--- config.mk ---
export PLATFORM = sky130hd
export DESIGN_NAME = alu_nibble_sequencer
export DESIGN_NICKNAME = d
export VERILOG_FILES = /design/src/rtl/alu_nibble_sequencer.sv
export SDC_FILE = /design/constraint.sdc
export NUM_CORES = 1
export LEC_CHECK = 0
export CAP_MARGIN = 20
export CORE_ASPECT_RATIO = 1.4
export CORE_MARGIN = 5
export CORE_UTILIZATION = 44
export CTS_CLUSTER_DIAMETER = 50
export DETAILED_ROUTE_END_ITERATION = 10
export GPL_ROUTABILITY_DRIVEN = 0
export PLACE_DENSITY = 0.76
export SYNTH_ARGS = -nofsm -noshare
export SYNTH_HDL_FRONTEND = slang
export SYNTH_SLANG_ARGS = --single-unit
--- constraint.sdc ---
create_clock -name clk -period 1.7 [get_ports clk]
set_input_delay 0.17 -clock clk [delete_from_list [all_inputs] [get_ports clk]]
set_output_delay 0.17 -clock clk [all_outputs]
set_load 0.005 [all_outputs]
--- src/rtl/alu_nibble_sequencer.sv ---
// alu_nibble_sequencer: drives a 4-bit ALU nibble by nibble (LSN first) to build a WIDTH-bit result; ALU_SEQ_OVF_FLAG_EN enables out_ovf.
module alu_nibble_sequencer #(
  parameter int WIDTH = 8
) (
  input  logic             clk,
  input  logic             rst,
  input  logic             in_valid,
  output logic             in_ready,
  input  logic [2:0]       in_op,
  input  logic [WIDTH-1:0] in_a,
  input  logic [WIDTH-1:0] in_b,
  output logic [3:0]       alu_a,
  output logic [3:0]       alu_b,
  output logic [1:0]       alu_sel,
  output logic             alu_m,
  output logic             alu_cin,
  input  logic [3:0]       alu_sum,
  input  logic [3:0]       alu_cout,
  output logic             out_valid,
  input  logic             out_ready,
  output logic [WIDTH-1:0] out_res,
  output logic             out_carry,
  output logic             out_zero,
  output logic             out_err,
  output logic             out_ovf
);
  localparam int NIB = WIDTH / 4;
  localparam int IW = NIB > 1 ? $clog2(NIB) : 1;
  typedef enum logic [1:0] {IDLE, EXEC, DONE} state_t;
  state_t state_q, state_d;
  logic [2:0] op_q, op_d;
  logic [WIDTH-1:0] a_q, a_d, b_q, b_d, res_q, res_d;
  logic c_q, c_d, err_q, err_d;
  logic [IW-1:0] i_q, i_d;
  logic [1:0] sel_q, sel_d;
  logic arith, last, unused_cout;
  assign arith = op_q < 3'd2;
  assign last = i_q == IW'(NIB - 1);
  assign unused_cout = ^alu_cout[2:0];
  always_ff @(posedge clk) begin
    if (rst) begin
      state_q <= IDLE;
      op_q <= '0;
      a_q <= '0;
      b_q <= '0;
      res_q <= '0;
      c_q <= 1'b0;
      err_q <= 1'b0;
      i_q <= '0;
      sel_q <= '0;
    end else begin
      state_q <= state_d;
      op_q <= op_d;
      a_q <= a_d;
      b_q <= b_d;
      res_q <= res_d;
      c_q <= c_d;
      err_q <= err_d;
      i_q <= i_d;
      sel_q <= sel_d;
    end
  end
  // Operands shift right each nibble so the ALU always sees bits [3:0]; they drain to zero by DONE.
  always_comb begin
    state_d = state_q;
    op_d = op_q;
    a_d = a_q;
    b_d = b_q;
    res_d = res_q;
    c_d = c_q;
    err_d = err_q;
    i_d = i_q;
    sel_d = sel_q;
    case (state_q)
      IDLE: if (in_valid) begin
        op_d = in_op;
        err_d = in_op > 3'd4;
        a_d = err_d ? '0 : in_a;
        b_d = err_d ? '0 : (in_op == 3'd1 ? ~in_b : in_b);
        res_d = '0;
        c_d = in_op == 3'd1;
        i_d = '0;
        sel_d = in_op == 3'd2 ? 2'd1 : in_op == 3'd3 ? 2'd2 : in_op == 3'd4 ? 2'd3 : 2'd0;
        state_d = err_d ? DONE : EXEC;
      end
      EXEC: begin
        res_d = WIDTH'({alu_sum, res_q} >> 4);
        a_d = a_q >> 4;
        b_d = b_q >> 4;
        i_d = i_q + IW'(1);
        c_d = arith ? (a_q[3] & b_q[3]) | ((a_q[3] ^ b_q[3]) & alu_cout[3]) : 1'b0;
        if (last) begin
          state_d = DONE;
          sel_d = 2'd0;
        end
      end
      DONE: if (out_ready) state_d = IDLE;
      default: state_d = IDLE;
    endcase
  end
  assign in_ready = state_q == IDLE;
  assign out_valid = state_q == DONE;
  assign alu_a = a_q[3:0];
  assign alu_b = b_q[3:0];
  assign alu_sel = sel_q;
  assign alu_m = 1'b0;
  assign alu_cin = (state_q == EXEC) & c_q;
  assign out_res = res_q;
  assign out_carry = out_valid & arith & c_q;
  assign out_zero = out_valid & ~|res_q;
  assign out_err = out_valid & err_q;
`ifdef ALU_SEQ_OVF_FLAG_EN
  logic sa_q, sb_q;
  // sb_q holds the sign of the operand actually added (already inverted for SUB).
  always_ff @(posedge clk) begin
    if (rst) begin
      sa_q <= 1'b0;
      sb_q <= 1'b0;
    end else if (in_valid && in_ready) begin
      sa_q <= in_a[WIDTH-1];
      sb_q <= in_op == 3'd1 ? ~in_b[WIDTH-1] : in_b[WIDTH-1];
    end
  end
  assign out_ovf = out_valid & arith & ~err_q & (sa_q == sb_q) & (res_q[WIDTH-1] != sa_q);
`else
  assign out_ovf = 1'b0;
`endif
endmodule
### After elaboration in Yosys (flattened, before gate mapping)

Index checks and enable logic that the tools add are counted.
Widths: inputs -> output; s select.

* output and inout bits: 26
* bits of input ports: 31
* logic and storage cells: 64
* register bits: 34

* magnitude comparators: 2
* mux-type cells: 25
* reduce and logical (&&, ||, !) cells: 8
* add/subtract/negate cells: 1
* equality and inequality tests: 9
* bitwise logic cells: 10

Operators with widths (number)
* $mux 8: 6
* $pmux 8 s2: 3
* $mux 2: 9
* $not 8->8: 1
* $reduce_or 8->1: 1
* $and 1x1->1: 7
* $eq 3x2->1 const B: 2
* $pmux 2 s3: 1
* $reduce_and 3->1: 2
* $ne 2x2->1 const B: 2
* $pmux 1 s2: 2
* $pmux 2 s2: 1
* $reduce_and 2->1: 2
* $eq 3x1->1 const B: 1
* $eq 3x3->1 const B: 1
* $gt 3x3->1 const B: 1
* $lt 3x2->1 const B: 1
* $mux 1: 3
* $eq 2x1->1 const B: 1
* $eq 2x2->1 const B: 1
* $logic_not 2->1: 1
* $ne 2x1->1 const B: 1
* $reduce_bool 2->1: 1
* $add 1x1->1 const B: 1
* other kinds (3): 3

### Logic depth before layout (Yosys ltp)

Gate-level depths: netlist of the first run.

* depth after elaboration: 6
* gate-level depth with buffers: 6
* depth with buffers taken out: 5

### Worst setup path before layout of the first run

No wires, ideal clock.

* kind: register to register
* from: register state_q[0]
* to: register a_q[5]
* data arrival time: 1.151 ns
* library setup time: 0.128 ns
* clock period less this slack: 1.279 ns
* slack: 0.421 ns
* required time: 1.572 ns
* buffers on the path: 2
* cell stages (with the launch flop): 7
* cell sequence: dfxtp_1 nor2_1 or2_1 buf_2 buf_2 a22oi_1 nor2_1

* word-level cells in the longest chain between the ends: 3
* elaborated cells between the ends (all ways): 6
* those cells by class: eq/ne: 2; mux: 1; reduce/logical: 3

Ends and longest elaborated chain
* start, declared: line 30 `state_t state_q, state_d;`
* start signal, assigned: line 52 `state_q <= state_d;`
* $eq 2x1->1 or $logic_not 2->1 (tied branches): line 74 `case (state_q)`
* $reduce_bool 2->1 (no source line) or $ne 2x2->1 (tied branches)
* $reduce_and 2->1 (no source line)
* end signal, assigned: line 44 `a_q <= '0;`
* end signal, assigned: line 54 `a_q <= a_d;`
* end, declared: line 32 `logic [WIDTH-1:0] a_q, a_d, b_q, b_d, res_q, res_d;`

Parallel ways exist; a longest one is shown, timed or not.
A chain may end at the register's enable or synchronous reset.

### Final worst setup path of the first run

* from: register state_q[1]
* to: output out_carry

* word-level cells in the longest chain between the ends: 3

Ends and longest elaborated chain
* $eq 2x2->1: line 102 `assign out_valid = state_q == DONE;`
* $and 1x1->1 (2 in a row): line 109 `assign out_carry = out_valid & arith & c_q;`
* end, declared: line 22 `output logic out_carry,`

No other way between the ends.

==> results.cfg, run 1 <==
[setup_path]
end_kind = primary output
rr_startpoint = state_q[1]$_SDFFE_PP0P_
cp_data_required_time_ns = 1.53
critPathLaunchType = flop
setup.worst_path.class = reg -> out
worstPathCellList = nor2b_4, and3_1, clkdlybuf4s50_1
cp_max_fo = 4
crit_path_top_delay_cell = clkdlybuf4s50_1
cp_top_family = buffers and inverters
cp_slowest_stage_delay_ns = 0.50
rr_endpoint = b_q[0]$_SDFFE_PP0P_
rr_worst_depth = 6
worst_ep_arrival_time_ns = 1.47
path_buf_inv = 1
reg2reg_slack_ns = 0.19

[placement]
port-buffer-count = 51
pre_cts_slack_ns = 0.0543
dp_cells = 275
dp_hpwl_um = 2890
post_dp_cell_area_sq_um = 2170

[synth]
synth_flop_cell = dfxtp_1
ys_seq_elements = 33
syn_area_sq_um = 1590
synth_warnings = 0
synth_top_area_frac = 0.415
yosysTopAreaCell = dfxtp_1
async_flop_share = 0
synth_area_leaders = dfxtp_1 (41%), nor2_1 (8.2%), a22oi_1 (8.0%)
syn_inst = 187
yosysSeqAreaShare = 0.415
postSynthAreaPerCell_sq_um = 8.52
synth_edf_count = 0
synth.distinct_cells = 37

[power_and_ir_drop]
switching_share = 0.279
p_clk_frac = 0.307
seq_power_share = 0.451
peakVddDrop_uv = 625
p_int_w = 0.00138
power-per-cell-area_nw_per_um2 = 834
p_switching_w = 0.000533
leakage_nw = 0.906
comb_power_share = 0.242

[route]
drtPass1Iterations = 7
vias = 1482
ant_nets = 0
detail_route.vias_per_cell = 5.20
initialDrtViolationCount = 63
wire_per_inst_um = 13.6
drc = 0
totalWireLength_um = 3870

[grt]
gr-usage-all-layers = 0.169
grt_max_degree = 20
grt_pass1_wl_um = 6310
first_global_vias = 1405
antenna_found_initial = 0
grt.overflow.total = 0

[timing]
slew_viol_final = 0
clock_skew_ns = 0.00689
timing.fmax_ghz = 0.608
period_share = 0.968
setup_viol = 0
period_needed_ns = 1.64
hold_violations = 0
setup_slack_ns = 0.0552

[layout]
layout_commonest_cell = clkdlybuf4s50_1
areaGrowthSynthToFinish_pct = 43.7
layout_common_cells = clkdlybuf4s50_1 (49), nor2_1 (35), dfxtp_1 (30)
antenna_cells = 0
drive_above_1_share = 0.156
nets = 274
seqCellArea_sq_um = 664
fin_util = 0.640
fin_area_sq_um = 2290
multi_input_area_sq_um = 797
nFillCells = 332
fin_cells = 285

[clock_network]
cts_hold_buf = 0
clock-sinks = 33
clk_pin_slew_ns = 0.07
cts_tree = built
insertion_delay_ns = 0.29
cts_buffer_depth = 2
root_buffer = clkbuf_8
numCtsBuffers = 5
htreeDepth = 2

[floorplanning]
dieHeight_um = 81.2
start_util = 0.445
io_pins = 57
die-area_sq_um = 4940
die_x_um = 60.9
core-area_sq_um = 3580
rows = 26

[min_path]
min_to = a_q[3]$_SDFFE_PP0P_
hp-start = in_a[3]
whs_path_depth = 3
worstHoldPathType = in -> reg

[status]
status = completed

[run]
max_cap_violations = 0
[through the flow]
step / total power, W / setup TNS (ns) / hold WS, ns
after floorplan: 0.00113 / 0 / 0.308
after global placement: 0.00132 / 0 / 0.453
after detailed placement: 0.00133 / 0 / 0.464
after CTS: 0.00192 / 0 / 0.449
after global routing: 0.00200 / -0.00284 / 0.445
final: 0.00191 / 0 / 0.450
[flip-flops by register name, indices dropped and copies added (netlist names)]
name,flops
a_q,8
b_q,8
out_res,8
alu_sel,2
op_q,2
state_q,2
c_q,1
err_q,1
i_q,1
[cell families after synthesis]
kind of cell	synth area share
AND/OR/NAND/NOR	0.233
AO/OA/AOI/OAI	0.195
other	0.00235
multiplexers	0.0259
buffers and inverters	0.0935
adder cells (fa/ha/maj)	0.00785
flip-flops	0.415
XOR/XNOR	0.0275
[timing repair]
item                                    in CTS  in global routing
buffers inserted                             0                  2
gates resized for setup                      7                  1
pin swaps                                    2                  0
endpoints found under the setup margin       5                  2
[area by class of cell]
cell class / count / share of cell area
Multi-Input combinational cell: 130 / 0.348
Timing Repair Buffer: 70 / 0.295
Sequential cell: 33 / 0.290
Clock buffer: 5 / 0.0301
Tap cell: 42 / 0.0230
Clock inverter: 3 / 0.00984
Inverter: 2 / 0.00328
[worst max-delay path by stage]
stage / slack, ns / cells after the start / start / endpoint
6_report: 0.06 / 3 / state_q[1]$_SDFFE_PP0P_ / out_carry
4_1_cts: 0.002 / 3 / state_q[0]$_SDFFE_PP0P_ / out_carry
5_1_grt: -0.003 / 3 / state_q[1]$_SDFFE_PP0P_ / out_carry
2_1_floorplan: 0.42 / 6 / state_q[0]$_SDFFE_PP0P_ / a_q[5]$_SDFFE_PP0P_
3_5_place_dp: 0.05 / 5 / in_op[1] / a_q[2]$_SDFFE_PP0P_
3_3_place_gp: 0.07 / 5 / in_op[1] / a_q[0]$_SDFFE_PP0P_
[Yosys cell counts (2+ instances only)]
library cell,count
a222oi_1,3
buf_2,8
o21ai_0,6
inv_1,2
nor4_1,2
nor2b_1,3
and3_1,2
nand2_1,13
clkbuf_1,4
a211oi_1,5
a221oi_1,4
buf_4,10
and2_1,2
a21oi_1,4
nand2b_1,7
a22oi_1,17
mux2i_1,3
dfxtp_1,33
nor2_1,35
nor3_1,4
xor2_1,4
[tightest hold or removal path: cells and delay by family]
family,cells,cell delay [ns]
buffers and inverters,1,0.40
AOI/OAI and AO/OA,1,0.06
and+or+nand+nor,1,0.06
[power by group through the flow]
stage / clock, W / combinational, W / sequential (W)
after floorplan: 0 / 0.000257 / 0.000869
final: 0.000585 / 0.000462 / 0.000861
after global placement: 0 / 0.000452 / 0.000873
after CTS: 0.000600 / 0.000460 / 0.000860
after detailed placement: 0 / 0.000457 / 0.000875
after global routing: 0.000630 / 0.000507 / 0.000867
[layer usage]
layer	up-vias	wire length, um	global-route usage
met4	0	82	0.0889
met5	-	0	0
met2	38	2000	0.286
met3	9	233	0.0397
li1	750	-	-
met1	685	1550	0.190
No activity file was read; power rests on OpenSTA's default activity.
==> run 2, diff against run 1 <==
--- a/config.mk
+++ b/config.mk
@@ -6,13 +6,14 @@
 export NUM_CORES = 1
 export LEC_CHECK = 0
 export CAP_MARGIN = 20
-export CORE_ASPECT_RATIO = 1.4
+export CORE_ASPECT_RATIO = 1.2
 export CORE_MARGIN = 5
-export CORE_UTILIZATION = 44
+export CORE_UTILIZATION = 60
 export CTS_CLUSTER_DIAMETER = 50
 export DETAILED_ROUTE_END_ITERATION = 10
+export DONT_BUFFER_PORTS = 1
 export GPL_ROUTABILITY_DRIVEN = 0
-export PLACE_DENSITY = 0.76
+export PLACE_DENSITY = 0.73
 export SYNTH_ARGS = -nofsm -noshare
 export SYNTH_HDL_FRONTEND = slang
 export SYNTH_SLANG_ARGS = --single-unit
==> run 2 against run 1 <==
Effect of this change: worst setup slack better by 0.032 ns; flip-flop and latch count stayed put; highest routed layer unchanged; register-to-register slack worse by 0.04 ns; cell area is 23% lower; combinational power is 35% lower.
==> results.cfg, run 2 (synthesis gave the netlist of run 1 again) <==
[power_and_ir_drop]
p_int_w = 0.00121
finalPower_w = 0.00167
seq_power_share = 0.520
comb_power_share = 0.178
power-per-cell-area_nw_per_um2 = 949
peakVddDrop_uv = 693
switching_share = 0.279
p_switching_w = 0.000467
p_clk_frac = 0.302
leakage_nw = 0.698

[clock_network]
numCtsBuffers = 5
cts_buffer_depth = 2
clock-sinks = 33
htreeDepth = 2
root_buffer = clkbuf_4
clk_pin_slew_ns = 0.10
insertion_delay_ns = 0.34
cts_setup_buffers = 0
cts_tree = built

[route]
ant_nets = 0
drc = 0
initialDrtViolationCount = 56
totalWireLength_um = 3660
highest_layer = met4
wl_met2_um = 1900
wl_met3_um = 347
drt-met1-wl_um = 1400
drtPass1Iterations = 5
vias = 1314
wire_per_inst_um = 16.3
detail_route.vias_per_cell = 5.84

[setup_path]
cp_slowest_stage_delay_ns = 0.51
cp_data_required_time_ns = 1.53
end_kind = primary output
worstPathCellList = nor2b_2, and3_1
crit_path_top_delay_cell = dfxtp_1
cp_max_fo = 8
critPathLaunchType = flop
worst_ep_arrival_time_ns = 1.44
setup.worst_path.class = reg -> out

[timing]
hold_violations = 0
tightest_slew_ns = 0.659
timing.fmax_ghz = 0.620
rsz0062_at_grt = no
period_share = 0.949
period_needed_ns = 1.61
setup_viol = 0
slew_viol_final = 0
timing.slew.headroom = 0.561
clock_skew_ns = 0.0149
finalSetupTns_ns = 0

[floorplanning]
start_util = 0.624
core-area_sq_um = 2550
rows = 20
io_pins = 57
die_x_um = 57.0
die-area_sq_um = 3790
dieHeight_um = 66.4

[layout]
layout_common_cells = nor2_1 (35), dfxtp_1 (33), a22oi_1 (17)
antenna_cells = 0
layout_commonest_cell = nor2_1
areaGrowthSynthToFinish_pct = 10.8
drive_above_1_share = 0.109
nets = 223

[run]
max_cap_violations = 0

[min_path]
worstHoldPathType = in -> reg

[grt]
grt_max_degree = 34
antenna_found_initial = 0
grt_pass1_wl_um = 6010
grt.overflow.total = 0
gr-usage-all-layers = 0.205
first_global_vias = 1347

[status]
status = completed

[placement]
dp_hpwl_um = 2470
port-buffer-count = 0
## run 2: changes by cell type in the layout (fill, tap and decap cells not counted), moves of 3 or more
cell	delta
dfxtp_2	-3
clkbuf_4	+5
clkinvlp_4	-3
buf_4	-13
clkbuf_8	-3
clkdlybuf4s50_1	-49
dfxtp_1	+3
dlygate4sd3_1	+13
## run 2: critical path: cells and delay by family, from the launching register on
| family | cells | cell delay [ns] |
|---|---|---|
| AND/OR/NAND/NOR | 2 | 0.59 |
| flip-flops | 1 | 0.51 |
## run 2: final timing paths
check                                        startpoint                   to  slack [ns]  cells after the start
worst max-delay path            state_q[1]$_SDFFE_PP0P_             out_zero        0.09                      2
worst min-delay path                            in_a[2]  a_q[2]$_SDFFE_PP0P_        0.02                      2
worst max register to register  state_q[0]$_SDFFE_PP0P_  b_q[3]$_SDFFE_PP0P_        0.15                      4
worst min register to register       err_q$_SDFFE_PP0P_   err_q$_SDFFE_PP0P_        0.50                      2
## run 2: per-layer routing
metal | GRT usage | up-vias
met5 | 0 | -
li1 | - | 647
met4 | 0.0696 | 0
met2 | 0.363 | 54
met1 | 0.212 | 611
met3 | 0.0918 | 2
## run 2: per-stage QoR
step	setup WS (ns)	instance area, sq um	hold slack (ns)	std cells	util
4_1_cts	0.101	1740	0.000208	223	0.681
5_1_grt	0.0210	1760	0.0101	225	0.691
6_report	0.0870	1760	0.0151	225	0.691
3_3_place_gp	0.275	1550	0.244	203	0.606
3_5_place_dp	0.202	1550	0.245	203	0.606
2_1_floorplan	0.421	1600	0.308	188	-
## run 2: power by group through the flow
stage          Combinational (W)  Sequential [W]  Clock (W)
5_1_grt                 0.000334        0.000877   0.000556
4_1_cts                 0.000291        0.000870   0.000519
3_3_place_gp            0.000246        0.000886          0
3_5_place_dp            0.000255        0.000888          0
2_1_floorplan           0.000257        0.000869          0
6_report                0.000298        0.000870   0.000506
## run 2: final cells by class
class / instances / area, sq um
Multi-Input combinational cell: 130 / 790
Fill cell: 220 / 788
Sequential cell: 33 / 661
Timing Repair Buffer: 19 / 195
Clock buffer: 7 / 65.1
Tap cell: 33 / 41.3
Inverter: 2 / 7.51
Clock inverter: 1 / 5.00
## run 2: what timing repair did
| item | in CTS | in global routing |
|---|---|---|
| hold buffers | 12 | 1 |
| endpoints found under the setup margin | 2 | 0 |
| gates resized for setup | 1 | 0 |
| endpoints found under the hold margin | 33 | 1 |
==> run 3, diff against run 2 <==
--- a/config.mk
+++ b/config.mk
@@ -14,6 +14,7 @@
 export DONT_BUFFER_PORTS = 1
 export GPL_ROUTABILITY_DRIVEN = 0
 export PLACE_DENSITY = 0.73
+export REMOVE_ABC_BUFFERS = 1
 export SYNTH_ARGS = -nofsm -noshare
 export SYNTH_HDL_FRONTEND = slang
 export SYNTH_SLANG_ARGS = --single-unit
==> run 3 against run 2 <==
Effect of this change: first-iteration DRC count fell by 39%; total power fell by 5.7%; cell area fell by 1.6%; worst setup slack improved by 0.045 ns; clock skew fell by 0.0029 ns; via count rose by 2.0%; global-route usage fell by 0.30 points; routed wire length fell by 0.14%; flip-flop and latch count did not move.
==> results.cfg, run 3 (synthesis gave the netlist of run 1 again) <==
[timing]
tightest_slew_ns = 0.662
timing.fmax_ghz = 0.638
setup_viol = 0
rsz0062_at_grt = no
slew_viol_final = 0
clock_skew_ns = 0.0120
hold_violations = 0
period_needed_ns = 1.57
period_share = 0.922
whs_ns = 0.0124
timing.slew.headroom = 0.559

[placement]
post_dp_cell_area_sq_um = 1520
dp_hpwl_um = 2480
port-buffer-count = 0
dp_cells = 201

[setup_path]
path_buf_inv = 1
worst_ep_arrival_time_ns = 1.40
critPathCapture = alu_cin
worstPathCellList = nor2b_2, buf_4, and2_1
cp_data_required_time_ns = 1.53
rr_worst_depth = 4
cp_slowest_stage_delay_ns = 0.40
critPathLaunch = state_q[0]$_SDFFE_PP0P_
setup.worst_path.class = reg -> out
rr_startpoint = state_q[0]$_SDFFE_PP0P_
critPathLaunchType = flop
rr_endpoint = a_q[1]$_SDFFE_PP0P_
worst-path-stages = 3
end_kind = primary output
cp_top_family = simple AND/OR/NAND/NOR gates
reg2reg_slack_ns = 0.26
cp_max_fo = 16
crit_path_top_delay_cell = dfxtp_2

[grt]
first_global_vias = 1312
grt_max_degree = 33
antenna_found_initial = 0
grt.overflow.total = 0
grt_pass1_wl_um = 5990
gr-usage-all-layers = 0.202

[floorplanning]
io_pins = 57
start_util = 0.624
rows = 20
core-area_sq_um = 2550
die_x_um = 57.0
die-area_sq_um = 3790
dieHeight_um = 66.4

[layout]
layout_commonest_cell = nor2_1
fin_area_sq_um = 1740
nets = 222
areaGrowthSynthToFinish_pct = 9.03
antenna_cells = 0
fin_util = 0.680
fin_cells = 224
drive_above_1_share = 0.115
layout_common_cells = nor2_1 (35), dfxtp_1 (31), a22oi_1 (17)
nFillCells = 212

[route]
detail_route.vias_per_cell = 5.98
initialDrtViolationCount = 34
wire_per_inst_um = 16.3
vias = 1340
ant_nets = 0
drc = 0
drtPass1Iterations = 5
totalWireLength_um = 3650

[min_path]
hp-start = in_a[1]
worstHoldPathType = in -> reg
whs_path_depth = 2

[clock_network]
root_buffer = clkbuf_4
clk_pin_slew_ns = 0.11
cts_setup_buffers = 0
htreeDepth = 2
cts_tree = built
numCtsBuffers = 5
clock-sinks = 33
insertion_delay_ns = 0.34
cts_buffer_depth = 2

[run]
max_cap_violations = 0

[status]
status = completed

[power_and_ir_drop]
leakage_nw = 0.679
p_switching_w = 0.000462
p_clk_frac = 0.264
comb_power_share = 0.182
p_int_w = 0.00112
switching_share = 0.293
seq_power_share = 0.554
peakVddDrop_uv = 777
power-per-cell-area_nw_per_um2 = 909
[run 3: what timing repair did]
action                                  CTS  global route
hold buffers                             13             1
resized for setup                         1             3
endpoints found under the hold margin    33             1
cloned                                    0             0
endpoints found under the setup margin    4            13
[run 3: per-layer routing]
layer	up-vias	routed length (um)	part of all wire	global-route usage
li1	647	-	-	-
met1	623	1390	0.38	0.234
met2	63	1810	0.49	0.317
met3	7	401	0.11	0.115
met4	0	53	0.015	0.0551
met5	-	0	0	0
[run 3: power by group through the flow]
| stage | combinational [W] | sequential [W] | clock, W |
|---|---|---|---|
| detailed placement | 0.000241 | 0.000890 | 0 |
| CTS | 0.000278 | 0.000872 | 0.000430 |
| floorplan | 0.000186 | 0.000880 | 0 |
| finish | 0.000287 | 0.000874 | 0.000417 |
| global route | 0.000321 | 0.000883 | 0.000478 |
| global placement | 0.000232 | 0.000887 | 0 |
[run 3: worst min-delay path by stage]
stage	endpoint	slack [ns]
3_3_place_gp	alu_sel[1]$_SDFFE_PP0P_	0.24
2_1_floorplan	alu_sel[1]$_SDFFE_PP0P_	0.24
6_report	a_q[1]$_SDFFE_PP0P_	0.01
4_1_cts	out_res[7]$_SDFFE_PP0P_	0.001
5_1_grt	out_res[7]$_SDFFE_PP0P_	0.005
3_5_place_dp	out_res[5]$_SDFFE_PP0P_	0.25
[run 3: cell type report]
| cell class | count | area (sq um) | share of cell area |
|---|---|---|---|
| multi-input combinational | 130 | 792 | 0.456 |
| sequential | 33 | 663 | 0.382 |
| timing repair buffer | 18 | 178 | 0.102 |
| tap | 33 | 41.3 | 0.0238 |
| clock buffer | 5 | 37.5 | 0.0216 |
| clock inverter | 3 | 17.5 | 0.0101 |
| inverter | 2 | 7.51 | 0.00432 |
[run 3: stage by stage]
step | total power, W | setup TNS, ns | setup WS, ns
after floorplan | 0.00107 | -0.639 | -0.160
after global placement | 0.00112 | 0 | 0.255
after detailed placement | 0.00113 | 0 | 0.185
after CTS | 0.00158 | -0.0119 | -0.0119
after global routing | 0.00168 | 0 | 0.0659
final | 0.00158 | 0 | 0.132
==> variant 1, RTL diff (settings of run 3) <==
Build with the macro `ALU_SEQ_OVF_FLAG_EN` defined.
--- a/src/rtl/alu_nibble_sequencer.sv
+++ b/src/rtl/alu_nibble_sequencer.sv
@@ -1,2 +1,4 @@
 // alu_nibble_sequencer: drives a 4-bit ALU nibble by nibble (LSN first) to build a WIDTH-bit result; ALU_SEQ_OVF_FLAG_EN enables out_ovf.
+`define ALU_SEQ_OVF_FLAG_EN
+
 module alu_nibble_sequencer #(
Check against the original RTL: not equivalent (a bounded check fails within 4 cycles, from zero or initial values and one cycle with rst high).
==> variant 1 against run 3 <==
Sequential share of layout area decreased by 4.3 points; setup slack got worse by 0.044 ns; total power increased by 38%; via count increased by 15%; final cell count increased by 13%; critical path depth unchanged; die area increased by 10%; final area increased by 19%; synthesized area increased by 12%; utilization increased by 4.9 points; combinational power increased by 61%; sequential power increased by 11%; routed wire length increased by 19%; sequential cell count increased by 2.
==> variant 1: results (changes against run 3) <==
status finished clean; vias 1537 (+15%); First DRT Iteration DRCs 139 (+310%); family with the most delay on the worst path flip-flops; Least-Margin Pin Slew 0.702 ns (+0.0402 ns); cell depth of the worst flop-to-flop path 3 (-1); maximum clock skew at final layout 0.0129 ns (+0.000854 ns); maximum number of pins on one net before global-route repair 32 (-3.0%); Worst VDD drop 889 uV (+14%); placed wire-length estimate after detailed placement 2910 um (+18%); ratio of cells with drive above 1 in the final layout 10.0% (-1.5 points); instance area after placement 1740 um2 (+14%); delay of the slowest cell on the worst path 0.50 ns (+0.10 ns); static leakage power 0.771 nW (+14%); Psw 0.000601 W (+30%); number of iterations in the first detailed-routing pass 4 (-1); wire length of the first global-routing pass 6820 um (+14%); top fanout value on the critical path 14 (-2); terminus of the critical flop-to-flop path out_res[5]; startpoint of the lowest-slack hold path in_op[0]; arrival time at the worst endpoint 1.44 ns (+0.04 ns); most numerous cell types in the synthesized netlist 35 x sky130_fd_sc_hd__dfxtp_1, 32 x sky130_fd_sc_hd__nor2_1, 14 x sky130_fd_sc_hd__o21ai_0; total number of nets in the final design 250 (+13%); worst-case hold slack 0.0131 ns (+0.000692 ns); overall fraction of global-route tracks in use 20.8% (+0.68 points)
==> variant 1: timing repair <==
| item | 4_1_cts | 5_1_grt |
|---|---|---|
| setup endpoints to repair | 1 | 0 |
| buffers inserted | 0 | 0 |
| hold buffers | 19 | 1 |
| gates resized for setup | 1 | 0 |
| hold endpoints to repair | 31 | 1 |
==> variant 1: worst max path at each step <==
stage,startpoint,to,slack (ns),cells after the start
2_1_floorplan,state_q[0],alu_cin,0.17,2
3_3_place_gp,state_q[0],a_q[3],0.33,3
3_5_place_dp,state_q[0],out_res[5],0.25,3
4_1_cts,state_q[0],alu_cin,0.10,3
5_1_grt,state_q[0],alu_cin,0.06,3
6_report,state_q[0],alu_cin,0.09,3
==> variant 1: routing by layer <==
layer	vias up	track usage, %	wire, um
li1	759	-	-
met1	704	26.4	1820
met2	63	32.2	2120
met3	11	6.52	336
met4	0	8.13	82
met5	-	0	0
==> variant 1: through the flow <==
stage | total power, W | cells
2_1_floorplan | 0.00125 | 183
3_3_place_gp | 0.00137 | 224
3_5_place_dp | 0.00138 | 224
4_1_cts | 0.00217 | 251
5_1_grt | 0.00228 | 253
6_report | 0.00218 | 253
==> variant 1: cells by family after synthesis <==
kind of cell,Yosys count,share of synthesized area [%]
AO/OA/AOI/OAI,54,21.4
XOR/XNOR,5,2.45
adder cells (fa/ha/maj),1,0.701
buffers and inverters,28,9.19
flip-flops,35,39.3
multiplexers,5,2.88
other,1,0.210
AND/OR/NAND/NOR,79,23.9
==> variant 1: layout make-up <==
type	count	area (um2)
clock inverter	2	60.1
timing repair buffer	28	293
clock buffer	6	41.3
sequential	35	702
fill	227	768
multi-input combinational	145	920
inverter	3	11.3
tap	34	42.5
==> variant 1: power groups by stage <==
stage / combinational (W) / clock, W / sequential [W]
finish: 0.000463 / 0.000745 / 0.000968
floorplan: 0.000275 / 0 / 0.000976
CTS: 0.000447 / 0.000751 / 0.000968
detailed placement: 0.000398 / 0 / 0.000986
global placement: 0.000383 / 0 / 0.000983
global route: 0.000508 / 0.000796 / 0.000978
==> variant 2, RTL diff (flow settings as in run 3) <==
Without the edit above. Take the reset off `a_q`, `b_q` and `res_q` and load them in a clocked block of their own.
--- a/src/rtl/alu_nibble_sequencer.sv
+++ b/src/rtl/alu_nibble_sequencer.sv
@@ -43,5 +43,2 @@
       op_q <= '0;
-      a_q <= '0;
-      b_q <= '0;
-      res_q <= '0;
       c_q <= 1'b0;
@@ -53,5 +50,2 @@
       op_q <= op_d;
-      a_q <= a_d;
-      b_q <= b_d;
-      res_q <= res_d;
       c_q <= c_d;
@@ -61,2 +55,8 @@
     end
+  end
+
+  always_ff @(posedge clk) begin
+    a_q   <= a_d;
+    b_q   <= b_d;
+    res_q <= res_d;
   end
Behaviour: not the same (a bounded check fails within 4 cycles, from zero or initial values and one cycle with rst high).
==> variant 2 against run 3 <==
Sequential cell count unchanged; worst hold slack better by 0.013 ns; first-iteration DRC count fell by 24%; global-route usage decreased by 3.0 points; synthesized area decreased by 2.6%; largest power group unchanged; routed wire length down 21%; clock skew fell by 0.0054 ns; final cell count down 24%; setup slack improved by 0.015 ns; final area fell by 7.5%; critical endpoint unchanged; synthesized cell count fell by 26%; sequential share of layout area increased by 18 points; total power rose by 4.3%; maximum frequency increased by 0.96%.
==> variant 2: results (changes against run 3) <==
status finished clean; instance area after placement 1530 um2 (+0.74%); startpoint of the lowest-slack hold path out_ready; wire length of the first global-routing pass 4700 um (-22%); deepest level of the CTS H-tree 2 (unchanged); Clock Pin Slew Worst Setup and Hold Paths ~0.10 ns; Synth area leaders sky130_fd_sc_hd__edfxtp_1 46%, sky130_fd_sc_hd__dfxtp_1 12%, sky130_fd_sc_hd__buf_4 5.3%, sky130_fd_sc_hd__xnor2_1 5.1%, sky130_fd_sc_hd__and2_1 4.4%; static leakage power 0.599 nW (-12%); Worst VDD drop 750 uV (-3.4%); post-detailed-routing wire length 2890 um (-21%); number of standard cells in the final layout excluding fillers 171 (-24%); share of the synthesized area in the top cell type 46.5% (+5.0 points); later-pin clock latency in the skew report 0.32 ns (-0.02 ns); cell count after synthesis 139 (-26%); total number of nets in the final design 170 (-23%); end point of the worst hold path state_q[1]; placed wire-length estimate after detailed placement 2200 um (-11%); number of iterations in the first detailed-routing pass 4 (-1); overall fraction of global-route tracks in use 17.1% (-3.0 points); maximum number of pins on one net before global-route repair 19 (-42%); top fanout value on the critical path 18 (+2); terminus of the critical flop-to-flop path alu_sel[0]; maximum clock skew at final layout 0.00659 ns (-0.00540 ns); critical path launch point type register; count of flip-flops with a built-in enable after synthesis 24 (+24); most numerous cell types in the synthesized netlist 24 x sky130_fd_sc_hd__edfxtp_1, 16 x sky130_fd_sc_hd__nor2_1, 11 x sky130_fd_sc_hd__and2_1, 11 x sky130_fd_sc_hd__buf_4; First DRT Iteration DRCs 26 (-24%); reg2reg setup slack 0.32 ns (+0.06 ns); Vias/cell 5.50 (-8.1%); vias in the first global route 958 (-27%); distinct cell type count of the synthesized netlist 28 (-24%); arrival time at the worst endpoint 1.38 ns (-0.02 ns); Psw 0.000423 W (-8.6%); Fill cells 204 (-3.8%)
-- variant 2: changes by cell type after synthesis, sizes merged, moves of 6 or more --
cell / run 3 / this run
and2: 3 / 11
nor2: 35 / 16
a22oi: 17 / 0
xnor2: 1 / 9
dfxtp: 33 / 9
buf: 19 / 13
edfxtp: 0 / 24
-- variant 2: metal layers --
layer	GRT usage, %	routed length, um	up-vias
li1	-	-	470
met4	6.23	40	0
met3	7.47	207	5
met5	0	0	-
met2	29.5	1530	34
met1	18.6	1110	431
-- variant 2: worst max path at each step --
stage / startpoint / cells past startpoint / endpoint
final: state_q[0] / 4 / alu_cin
after global routing: state_q[0] / 4 / alu_cin
after CTS: state_q[0] / 4 / alu_cin
after detailed placement: state_q[0] / 4 / alu_sel[0]
after global placement: state_q[0] / 4 / alu_sel[0]
after floorplan: state_q[0] / 2 / a_q[0]
-- variant 2: cell families after synthesis --
group                    share of synthesized area, %
multiplexers                                     1.94
flip-flops                                       58.1
other                                           0.242
XOR/XNOR                                         5.08
adder cells (fa/ha/maj)                         0.806
AND/OR/NAND/NOR                                  18.6
buffers and inverters                            6.94
AO/OA/AOI/OAI                                    8.31
-- variant 2: critical path, stage by stage (launching register included) --
cell and delay, ns:
sky130_fd_sc_hd__dfxtp_2 0.40, sky130_fd_sc_hd__inv_1 0.07, sky130_fd_sc_hd__nor2_1 0.16, sky130_fd_sc_hd__buf_4 0.24, sky130_fd_sc_hd__and2_1 0.18
-- variant 2: power groups by stage --
stage          Sequential [W]  Combinational, W  Clock (W)
2_1_floorplan         0.00104          0.000155          0
3_3_place_gp          0.00105          0.000198          0
3_5_place_dp          0.00106          0.000210          0
4_1_cts               0.00104          0.000217   0.000403
5_1_grt               0.00105          0.000246   0.000453
6_report              0.00104          0.000215   0.000395
-- variant 2: cell type report --
cell class | instances | share of cell area, %
multi-input combinational | 90 | 34.5
timing repair buffer | 7 | 3.74
clock buffer | 6 | 2.57
sequential | 33 | 56.2
tap | 33 | 2.57
clock inverter | 1 | 0.234
inverter | 1 | 0.234
-- variant 2: stage by stage --
stage               utilization, %  setup TNS (ns)  hold WS [ns]  setup slack, ns
floorplan                        -           -6.54         0.239           -0.263
global placement              61.2               0         0.241            0.321
detailed placement            61.2               0         0.242            0.305
CTS                           63.7               0       0.00925           0.0468
global route                  64.2               0        0.0138           0.0262
finish                        64.2               0        0.0250            0.147
-- variant 2: timing repair --
item | in CTS | in global routing
hold buffers | 2 | 1
gates resized for setup | 0 | 1
hold endpoints to repair | 9 | 1
endpoints found under the setup margin | 0 | 1
setup buffers | 0 | 0
